### src/rtl/fb_source_scheduler_pkg.sv
// fb_sched_pkg: shared types and helpers for the framebuffer source scheduler.
//   src_t       : committed source encoding (cam0, cam1, hdr)
//   state_t     : scheduler FSM states (between frames / mid frame)
//   hps_req_t   : decoded HPS mode request
//   PARALLAX_RST: reset value of the committed parallax correction
package fb_sched_pkg;

  typedef enum logic [1:0] {
    SRC_CAM0 = 2'd0,
    SRC_CAM1 = 2'd1,
    SRC_HDR  = 2'd2
  } src_t;

  typedef enum logic {
    S_GAP   = 1'b0,
    S_FRAME = 1'b1
  } state_t;

  typedef struct packed {
    src_t src;
    logic tm;
  } hps_req_t;

  localparam logic [7:0] PARALLAX_RST = 8'd10;

  // Decode the HPS switch word; code 00 falls back to cam0, bit 3 is unused.
  function automatic hps_req_t decode_hps_switch(input logic [3:0] sw);
    hps_req_t r;
    case (sw[1:0])
      2'b10:   r.src = SRC_CAM1;
      2'b11:   r.src = SRC_HDR;
      default: r.src = SRC_CAM0;
    endcase
    r.tm = sw[2];
    return r;
  endfunction

  // Select the per-source bit {hdr, cam1, cam0} belonging to a source code.
  function automatic logic pick_src(input logic [2:0] bits, input src_t s);
    logic b;
    case (s)
      SRC_CAM1: b = bits[1];
      SRC_HDR:  b = bits[2];
      default:  b = bits[0];
    endcase
    return b;
  endfunction

endpackage

### src/rtl/fb_source_scheduler_if.sv
// fb_source_scheduler_if: groups the HPS request, the three stream framing
// buses and the committed-configuration outputs of the scheduler.
//   master : request/stream driver side (HPS + camera pipelines)
//   slave  : scheduler side
interface fb_source_scheduler_if;
  logic [3:0] hps_switch;
  logic [7:0] parallax_corr;
  logic       data_valid_cam_0;
  logic       sop_cam_0;
  logic       eop_cam_0;
  logic       data_valid_cam_1;
  logic       sop_cam_1;
  logic       eop_cam_1;
  logic       data_valid_hdr;
  logic       sop_hdr;
  logic       eop_hdr;
  logic [1:0] src_sel;
  logic       enable_tone_mapping;
  logic [7:0] reg_parallax_corr;
  logic       switch_done;
  logic       pending;
  logic       timeout_flag;

  modport master (
    output hps_switch, parallax_corr,
    output data_valid_cam_0, sop_cam_0, eop_cam_0,
    output data_valid_cam_1, sop_cam_1, eop_cam_1,
    output data_valid_hdr, sop_hdr, eop_hdr,
    input  src_sel, enable_tone_mapping, reg_parallax_corr,
    input  switch_done, pending, timeout_flag
  );

  modport slave (
    input  hps_switch, parallax_corr,
    input  data_valid_cam_0, sop_cam_0, eop_cam_0,
    input  data_valid_cam_1, sop_cam_1, eop_cam_1,
    input  data_valid_hdr, sop_hdr, eop_hdr,
    output src_sel, enable_tone_mapping, reg_parallax_corr,
    output switch_done, pending, timeout_flag
  );
endinterface

### src/rtl/fb_source_scheduler_frame_tracker.sv
// fb_frame_tracker: tracks whether one stream is currently inside a frame.
//   clk, reset : pixel clock, synchronous active-high reset
//   valid      : beat qualifier
//   sop, eop   : start / end of frame markers
//   in_frame   : registered, high between an accepted SOP and its EOP
module fb_frame_tracker (
  input  logic clk,
  input  logic reset,
  input  logic valid,
  input  logic sop,
  input  logic eop,
  output logic in_frame
);

  logic in_frame_nxt_s;

  // Next flag value; EOP has priority so a single-beat frame ends idle.
  always_comb begin
    in_frame_nxt_s = in_frame;
    if (valid && eop) begin
      in_frame_nxt_s = 1'b0;
    end else if (valid && sop) begin
      in_frame_nxt_s = 1'b1;
    end else begin
      in_frame_nxt_s = in_frame;
    end
  end

  // Frame flag register.
  always_ff @(posedge clk) begin
    if (reset) begin
      in_frame <= 1'b0;
    end else begin
      in_frame <= in_frame_nxt_s;
    end
  end

endmodule

### src/rtl/fb_source_scheduler.sv
// fb_source_scheduler: frame-safe source selection for the framebuffer mux.
// A new request is committed only while the active source is between frames
// and the requested source is idle; a watchdog falls back to cam0 when the
// active source stops delivering SOPs.
//   clk, reset : pixel clock, synchronous active-high reset
//   sif        : slave side of fb_source_scheduler_if
//                (request + stream framing in, committed config out)
// Parameters:
//   TIMEOUT_CYC  : cycles without an active SOP or commit before fallback
//   PARALLAX_RST : reset value of reg_parallax_corr
module fb_source_scheduler #(
  parameter int unsigned TIMEOUT_CYC  = 2**24,
  parameter logic [7:0]  PARALLAX_RST = fb_sched_pkg::PARALLAX_RST
) (
  input  logic                  clk,
  input  logic                  reset,
  fb_source_scheduler_if.slave  sif
);

  import fb_sched_pkg::*;

  localparam int CNT_W = (TIMEOUT_CYC > 32'd2) ? $clog2(TIMEOUT_CYC) : 1;
  localparam logic [CNT_W-1:0] CNT_LAST = CNT_W'(TIMEOUT_CYC - 32'd1);
  localparam logic [CNT_W-1:0] CNT_MAX  = {CNT_W{1'b1}};

  state_t           state_r;
  state_t           state_nxt_s;
  src_t             src_sel_r;
  logic             tm_r;
  logic [7:0]       par_r;
  logic             switch_done_r;
  logic             pending_r;
  logic             timeout_flag_r;
  logic [CNT_W-1:0] wd_cnt_r;

  logic [2:0]       valid_s;
  logic [2:0]       sop_s;
  logic [2:0]       eop_s;
  logic [2:0]       in_frame_s;
  hps_req_t         req_s;
  logic             pending_s;
  logic             act_sop_s;
  logic             act_eop_s;
  logic             tgt_busy_s;
  logic             timeout_s;
  logic             commit_s;
  src_t             src_nxt_s;
  logic             tm_nxt_s;
  logic [7:0]       par_nxt_s;
  logic             tf_nxt_s;
  logic [CNT_W-1:0] cnt_nxt_s;

  assign valid_s = {sif.data_valid_hdr, sif.data_valid_cam_1, sif.data_valid_cam_0};
  assign sop_s   = {sif.sop_hdr,        sif.sop_cam_1,        sif.sop_cam_0};
  assign eop_s   = {sif.eop_hdr,        sif.eop_cam_1,        sif.eop_cam_0};

  fb_frame_tracker u_trk_cam0 (
    .clk(clk), .reset(reset),
    .valid(valid_s[0]), .sop(sop_s[0]), .eop(eop_s[0]),
    .in_frame(in_frame_s[0])
  );

  fb_frame_tracker u_trk_cam1 (
    .clk(clk), .reset(reset),
    .valid(valid_s[1]), .sop(sop_s[1]), .eop(eop_s[1]),
    .in_frame(in_frame_s[1])
  );

  fb_frame_tracker u_trk_hdr (
    .clk(clk), .reset(reset),
    .valid(valid_s[2]), .sop(sop_s[2]), .eop(eop_s[2]),
    .in_frame(in_frame_s[2])
  );

  // Request decode, active-source framing and commit blockers.
  always_comb begin
    req_s      = decode_hps_switch(sif.hps_switch);
    pending_s  = (req_s.src != src_sel_r) || (req_s.tm != tm_r) ||
                 (sif.parallax_corr != par_r);
    act_sop_s  = pick_src(valid_s & sop_s, src_sel_r);
    act_eop_s  = pick_src(valid_s & eop_s, src_sel_r);
    tgt_busy_s = pick_src(in_frame_s, req_s.src);
  end

  // FSM state register.
  always_ff @(posedge clk) begin
    if (reset) begin
      state_r <= S_GAP;
    end else begin
      state_r <= state_nxt_s;
    end
  end

  // FSM next state; a single-beat frame on the active source leaves it between frames.
  always_comb begin
    state_nxt_s = state_r;
    if (timeout_s) begin
      state_nxt_s = S_GAP;
    end else begin
      case (state_r)
        S_GAP: begin
          if (act_sop_s && !act_eop_s) begin
            state_nxt_s = S_FRAME;
          end else begin
            state_nxt_s = S_GAP;
          end
        end
        S_FRAME: begin
          if (act_eop_s) begin
            state_nxt_s = S_GAP;
          end else begin
            state_nxt_s = S_FRAME;
          end
        end
        default: state_nxt_s = S_GAP;
      endcase
    end
  end

  // FSM outputs: watchdog beats commit, and an active SOP blocks a commit.
  always_comb begin
    timeout_s = (wd_cnt_r == CNT_LAST);
    if (!timeout_s && (state_r == S_GAP) && !act_sop_s && pending_s && !tgt_busy_s) begin
      commit_s = 1'b1;
    end else begin
      commit_s = 1'b0;
    end

    src_nxt_s = src_sel_r;
    tm_nxt_s  = tm_r;
    par_nxt_s = par_r;
    tf_nxt_s  = timeout_flag_r;
    cnt_nxt_s = wd_cnt_r;
    if (timeout_s) begin
      src_nxt_s = SRC_CAM0;
      tf_nxt_s  = 1'b1;
      cnt_nxt_s = {CNT_W{1'b0}};
    end else if (commit_s) begin
      src_nxt_s = req_s.src;
      tm_nxt_s  = req_s.tm;
      par_nxt_s = sif.parallax_corr;
      tf_nxt_s  = 1'b0;
      cnt_nxt_s = {CNT_W{1'b0}};
    end else if (act_sop_s) begin
      cnt_nxt_s = {CNT_W{1'b0}};
    end else if (wd_cnt_r != CNT_MAX) begin
      cnt_nxt_s = wd_cnt_r + {{(CNT_W-1){1'b0}}, 1'b1};
    end else begin
      cnt_nxt_s = wd_cnt_r;
    end
  end

  // Committed configuration, status flags and watchdog counter.
  always_ff @(posedge clk) begin
    if (reset) begin
      src_sel_r      <= SRC_CAM0;
      tm_r           <= 1'b0;
      par_r          <= PARALLAX_RST;
      switch_done_r  <= 1'b0;
      pending_r      <= 1'b0;
      timeout_flag_r <= 1'b0;
      wd_cnt_r       <= {CNT_W{1'b0}};
    end else begin
      src_sel_r      <= src_nxt_s;
      tm_r           <= tm_nxt_s;
      par_r          <= par_nxt_s;
      switch_done_r  <= commit_s;
      // Compared against the post-edge configuration so it matches the outputs.
      pending_r      <= (req_s.src != src_nxt_s) || (req_s.tm != tm_nxt_s) ||
                        (sif.parallax_corr != par_nxt_s);
      timeout_flag_r <= tf_nxt_s;
      wd_cnt_r       <= cnt_nxt_s;
    end
  end

  assign sif.src_sel             = src_sel_r;
  assign sif.enable_tone_mapping = tm_r;
  assign sif.reg_parallax_corr   = par_r;
  assign sif.switch_done         = switch_done_r;
  assign sif.pending             = pending_r;
  assign sif.timeout_flag        = timeout_flag_r;

endmodule
### src/flat_wrapper.sv
// flat-port wrapper written by rule: the top's interface ports become plain ports
module fb_source_scheduler_flat import fb_sched_pkg::*;
#(
  parameter int unsigned TIMEOUT_CYC  = 2**24,
  parameter logic [7:0]  PARALLAX_RST = fb_sched_pkg::PARALLAX_RST
)
  (clk, reset, sif_hps_switch, sif_parallax_corr, sif_data_valid_cam_0, sif_sop_cam_0, sif_eop_cam_0, sif_data_valid_cam_1, sif_sop_cam_1, sif_eop_cam_1, sif_data_valid_hdr, sif_sop_hdr, sif_eop_hdr, sif_src_sel, sif_enable_tone_mapping, sif_reg_parallax_corr, sif_switch_done, sif_pending, sif_timeout_flag);
  fb_source_scheduler_if sif_i ();
  input  logic clk;
  input  logic reset;
  input wire logic [$bits(sif_i.hps_switch)-1:0] sif_hps_switch;
  input wire logic [$bits(sif_i.parallax_corr)-1:0] sif_parallax_corr;
  input wire logic [$bits(sif_i.data_valid_cam_0)-1:0] sif_data_valid_cam_0;
  input wire logic [$bits(sif_i.sop_cam_0)-1:0] sif_sop_cam_0;
  input wire logic [$bits(sif_i.eop_cam_0)-1:0] sif_eop_cam_0;
  input wire logic [$bits(sif_i.data_valid_cam_1)-1:0] sif_data_valid_cam_1;
  input wire logic [$bits(sif_i.sop_cam_1)-1:0] sif_sop_cam_1;
  input wire logic [$bits(sif_i.eop_cam_1)-1:0] sif_eop_cam_1;
  input wire logic [$bits(sif_i.data_valid_hdr)-1:0] sif_data_valid_hdr;
  input wire logic [$bits(sif_i.sop_hdr)-1:0] sif_sop_hdr;
  input wire logic [$bits(sif_i.eop_hdr)-1:0] sif_eop_hdr;
  output wire logic [$bits(sif_i.src_sel)-1:0] sif_src_sel;
  output wire logic [$bits(sif_i.enable_tone_mapping)-1:0] sif_enable_tone_mapping;
  output wire logic [$bits(sif_i.reg_parallax_corr)-1:0] sif_reg_parallax_corr;
  output wire logic [$bits(sif_i.switch_done)-1:0] sif_switch_done;
  output wire logic [$bits(sif_i.pending)-1:0] sif_pending;
  output wire logic [$bits(sif_i.timeout_flag)-1:0] sif_timeout_flag;
  assign sif_i.hps_switch = sif_hps_switch;
  assign sif_i.parallax_corr = sif_parallax_corr;
  assign sif_i.data_valid_cam_0 = sif_data_valid_cam_0;
  assign sif_i.sop_cam_0 = sif_sop_cam_0;
  assign sif_i.eop_cam_0 = sif_eop_cam_0;
  assign sif_i.data_valid_cam_1 = sif_data_valid_cam_1;
  assign sif_i.sop_cam_1 = sif_sop_cam_1;
  assign sif_i.eop_cam_1 = sif_eop_cam_1;
  assign sif_i.data_valid_hdr = sif_data_valid_hdr;
  assign sif_i.sop_hdr = sif_sop_hdr;
  assign sif_i.eop_hdr = sif_eop_hdr;
  assign sif_src_sel = sif_i.src_sel;
  assign sif_enable_tone_mapping = sif_i.enable_tone_mapping;
  assign sif_reg_parallax_corr = sif_i.reg_parallax_corr;
  assign sif_switch_done = sif_i.switch_done;
  assign sif_pending = sif_i.pending;
  assign sif_timeout_flag = sif_i.timeout_flag;
  fb_source_scheduler #(.TIMEOUT_CYC(TIMEOUT_CYC), .PARALLAX_RST(PARALLAX_RST)) u_core (.clk(clk), .reset(reset), .sif(sif_i));
endmodule
### config.mk
export PLATFORM = sky130hd
export DESIGN_NAME = fb_source_scheduler_flat
export DESIGN_NICKNAME = d
export VERILOG_FILES = /design/src/rtl/fb_source_scheduler_pkg.sv /design/src/rtl/fb_source_scheduler_if.sv /design/src/rtl/fb_source_scheduler_frame_tracker.sv /design/src/rtl/fb_source_scheduler.sv /design/src/flat_wrapper.sv
export SDC_FILE = /design/constraint.sdc
export NUM_CORES = 1
export LEC_CHECK = 0
export ABC_AREA = 1
export CAP_MARGIN = 20
export CORE_MARGIN = 8
export CORE_UTILIZATION = 57
export DETAILED_ROUTE_END_ITERATION = 10
export PLACE_DENSITY = 0.81
export SLEW_MARGIN = 20
export SYNTH_ARGS = -nofsm -noshare
export SYNTH_HDL_FRONTEND = slang
export SYNTH_SLANG_ARGS = --single-unit
### constraint.sdc
create_clock -name clk -period 3.81 [get_ports clk]
set_input_delay 0.762 -clock clk [delete_from_list [all_inputs] [get_ports clk]]
set_output_delay 0.762 -clock clk [all_outputs]
set_load 0.01 [all_outputs]
==> qor.txt <==
Post-synth ARST share - 0
Crit path capture type - flop
Seq pwr share - 0.524
CP arrival - 2.58 ns
# clock sinks - 42
IO Count - 37
H-tree levels - 2
Nets - 361
Core footprint - 0.00369 mm2
Post-synth EDFFs - 0
Initial Utilization - 0.594
Pwr Density - 340 mW/mm2
Number of port buffers - 35
Post-synth net total - 323
Fin Clk Skew - 0.00374 ns
HP Start - u_core.wd_cnt_r[0]
Fmax - 0.421 GHz
Vias - 2025
Worst hold stages - 1
Status - finished, final reports clean
Layout cell share with drive strength beyond 1 - 0.0866
Reg2reg setup slack - 1.51 ns
Synth area leaders - dfxtp_1 38%, nand2_1 10%, nor2_1 7.9%, xnor2_1 6.4%, inv_1 4.5%
Final wirelength - 4950 um
Filler instances - 305
Sw Pwr - 0.000241 W
Yosys top cell by area - dfxtp_1
Number of hold buffers added after cts - 0
Post-synth top flop - dfxtp_1
Critical path type - input port to flop
Setup tns final - 0 ns
Register area - 841 um2
Critical Path Source Type - input port
FF-to-FF End - u_core.wd_cnt_r[21]
Clock share of power - 0.303
Pin count of the biggest net entering global routing - 25
FF+latch count, synth - 42
Max-cap violations - 0
Post-CTS setup repair buffer count - 0
Site Rows - 22
Logic pwr share - 0.174
Synth Area per Inst - 7.38 um2
Cell variety after synth - 34
Max-slew headroom - 0.742
Slew Limit Fails - 0
Max clock buf depth - 2
Mapped Cells - 297
CTS clk-pin slew, worst paths - 0.07 ns
Reg2reg path depth - 11
Internal Power - 0.000660 W
First-pass GRT wire length - 8740 um
First-pass iteration count of the detailed router - 4
Initial antenna violation count - 0
Top-area cell type share of the netlist area - 0.384
Vias/cell - 5.29
Clk_lat worst skew - 0.29 ns
Antenna diodes - 0
ANT nets after route - 0
Leakage - 0.960 nW
GR Overflow Total - 0
Area delta synth->final - 20.8%
GR Util All Layers - 0.171
Mapped Area - 0.00219 mm2
Pwr Total - 0.000901 W
WL/cell - 12.9 um
Switching portion of total power - 0.268
Gpl congestion - 0.860
Hold WS - 0.473 ns
Peak fanout along the critical path - 24
CTS tree - done
Final Hold Viols - 0
Register area share after synthesis - 0.384
CP required - 4.02 ns
Multi-input gate area - 0.00120 mm2
Fin crit period - 2.37 ns
Peak supply drop - 281 uV
YS warnings - 0
Hold WC Path Type - flop to flop
DR DRC count - 0
Final Cycle Share - 0.623
Final setup violation count - 0
Hold EP - u_core.wd_cnt_r[0]
Cts repair resizes - 0
RSZ-0062 raised after global routing - no
Die width - 78.0 um
CTS root buf - clkbuf_8
Vias in the first global route - 2079
CTS Buf Count - 5
Reg-to-reg startpoint - u_core.wd_cnt_r[0]
Initial DRC Count - 93
Die Area - 0.00608 mm2
Worst-margin pin slew - 0.383 ns
Chip height - 78.0 um
DP HPWL - 3710 um
-- logic make-up (layout without fill, tap and decap cells) --
group | after synthesis | in the layout | share of synthesized area
compound gates | 29 | 29 | 0.0800
xor+xnor | 24 | 24 | 0.0959
fa+ha+maj | 3 | 3 | 0.0171
buf+inv | 35 | 73 | 0.0674
flops | 42 | 42 | 0.384
simple gates | 164 | 164 | 0.356
-- stage by stage --
step / setup WS [ns] / instances / util / instance area (um2)
floorplan: 1.93 / 297 / - / 2190
global placement: 1.20 / 376 / 0.697 / 2570
detailed placement: 1.14 / 376 / 0.697 / 2570
CTS: 1.43 / 383 / 0.717 / 2650
global route: 1.28 / 383 / 0.717 / 2650
finish: 1.44 / 383 / 0.717 / 2650
-- final cells by class --
class	instances	area share
tap	48	0.0227
clock buffer	7	0.0288
timing repair buffer	35	0.132
multi-input combinational	220	0.454
sequential	42	0.318
inverter	31	0.0440
-- how the worst max path moves through the flow --
stage,start,to,cells after the start,slack [ns]
2_1_floorplan,sif_hps_switch[0],u_core.sif.reg_parallax_corr[1],12,1.93
3_3_place_gp,sif_parallax_corr[3],u_core.wd_cnt_r[21],8,1.20
3_5_place_dp,sif_parallax_corr[2],u_core.wd_cnt_r[21],8,1.14
4_1_cts,sif_parallax_corr[2],u_core.wd_cnt_r[21],8,1.43
5_1_grt,sif_hps_switch[1],u_core.wd_cnt_r[21],9,1.28
6_report,sif_parallax_corr[2],u_core.wd_cnt_r[21],8,1.44
-- worst max-delay path, stage by stage --
cell             delay (ns)
clkdlybuf4s50_1        0.51
xnor2_1                0.14
nand2_1                0.06
nor2_1                 0.17
nand3_1                0.15
nand2_4                0.18
nand4_4                0.32
a31oi_1                0.29
-- cell usage after synthesis (3+ instances only) --
master / count
nand2_1: 61
nor2_1: 46
dfxtp_1: 42
inv_1: 26
nand3_1: 18
xnor2_1: 16
a21oi_1: 13
xor2_1: 8
nand4_1: 7
inv_2: 5
nand2_2: 5
nor3_1: 5
nor4_1: 5
nor2_2: 4
o22ai_1: 4
ha_1: 3
nand2_4: 3
o21ai_0: 3
-- state kept, by name (all words and copies together), names as in the netlist --
name                            cells
u_core.sif.switch_done              1
u_core.state_r                      1
u_core.u_trk_cam1.in_frame          1
u_core.sif.timeout_flag             1
u_core.sif.pending                  1
u_core.sif.reg_parallax_corr        8
u_core.wd_cnt_r                    24
u_core.sif.enable_tone_mapping      1
u_core.u_trk_cam0.in_frame          1
u_core.u_trk_hdr.in_frame           1
u_core.sif.src_sel                  2
-- cell usage in the layout, fill, tap and decap left out, types with 7 or more instances in the layout --
| master | synthesis | layout |
|---|---|---|
| nand3_1 | 18 | 18 |
| xor2_1 | 8 | 8 |
| inv_1 | 26 | 26 |
| dfxtp_1 | 42 | 42 |
| nand2_1 | 61 | 61 |
| a21oi_1 | 13 | 13 |
| clkdlybuf4s50_1 | 0 | 35 |
| nor2_1 | 46 | 46 |
| xnor2_1 | 16 | 16 |
| nand4_1 | 7 | 7 |
-- power by group through the flow --
stage                     Combinational [W]  Clock (W)  Sequential [W]
after floorplan                   0.0000854          0        0.000486
after global placement             0.000155          0        0.000480
after detailed placement           0.000156          0        0.000481
after CTS                          0.000157   0.000277        0.000471
after global routing               0.000174   0.000299        0.000474
final                              0.000156   0.000273        0.000472
-- per-layer routing --
metal / global-route usage / wire length, um / up-vias
met5: 0 / 0 / -
met4: 0.0389 / 57 / 0
met3: 0.0565 / 275 / 9
met2: 0.304 / 2440 / 65
met1: 0.194 / 2180 / 906
li1: - / - / 1045
Power figures use the tool's default switching activity.
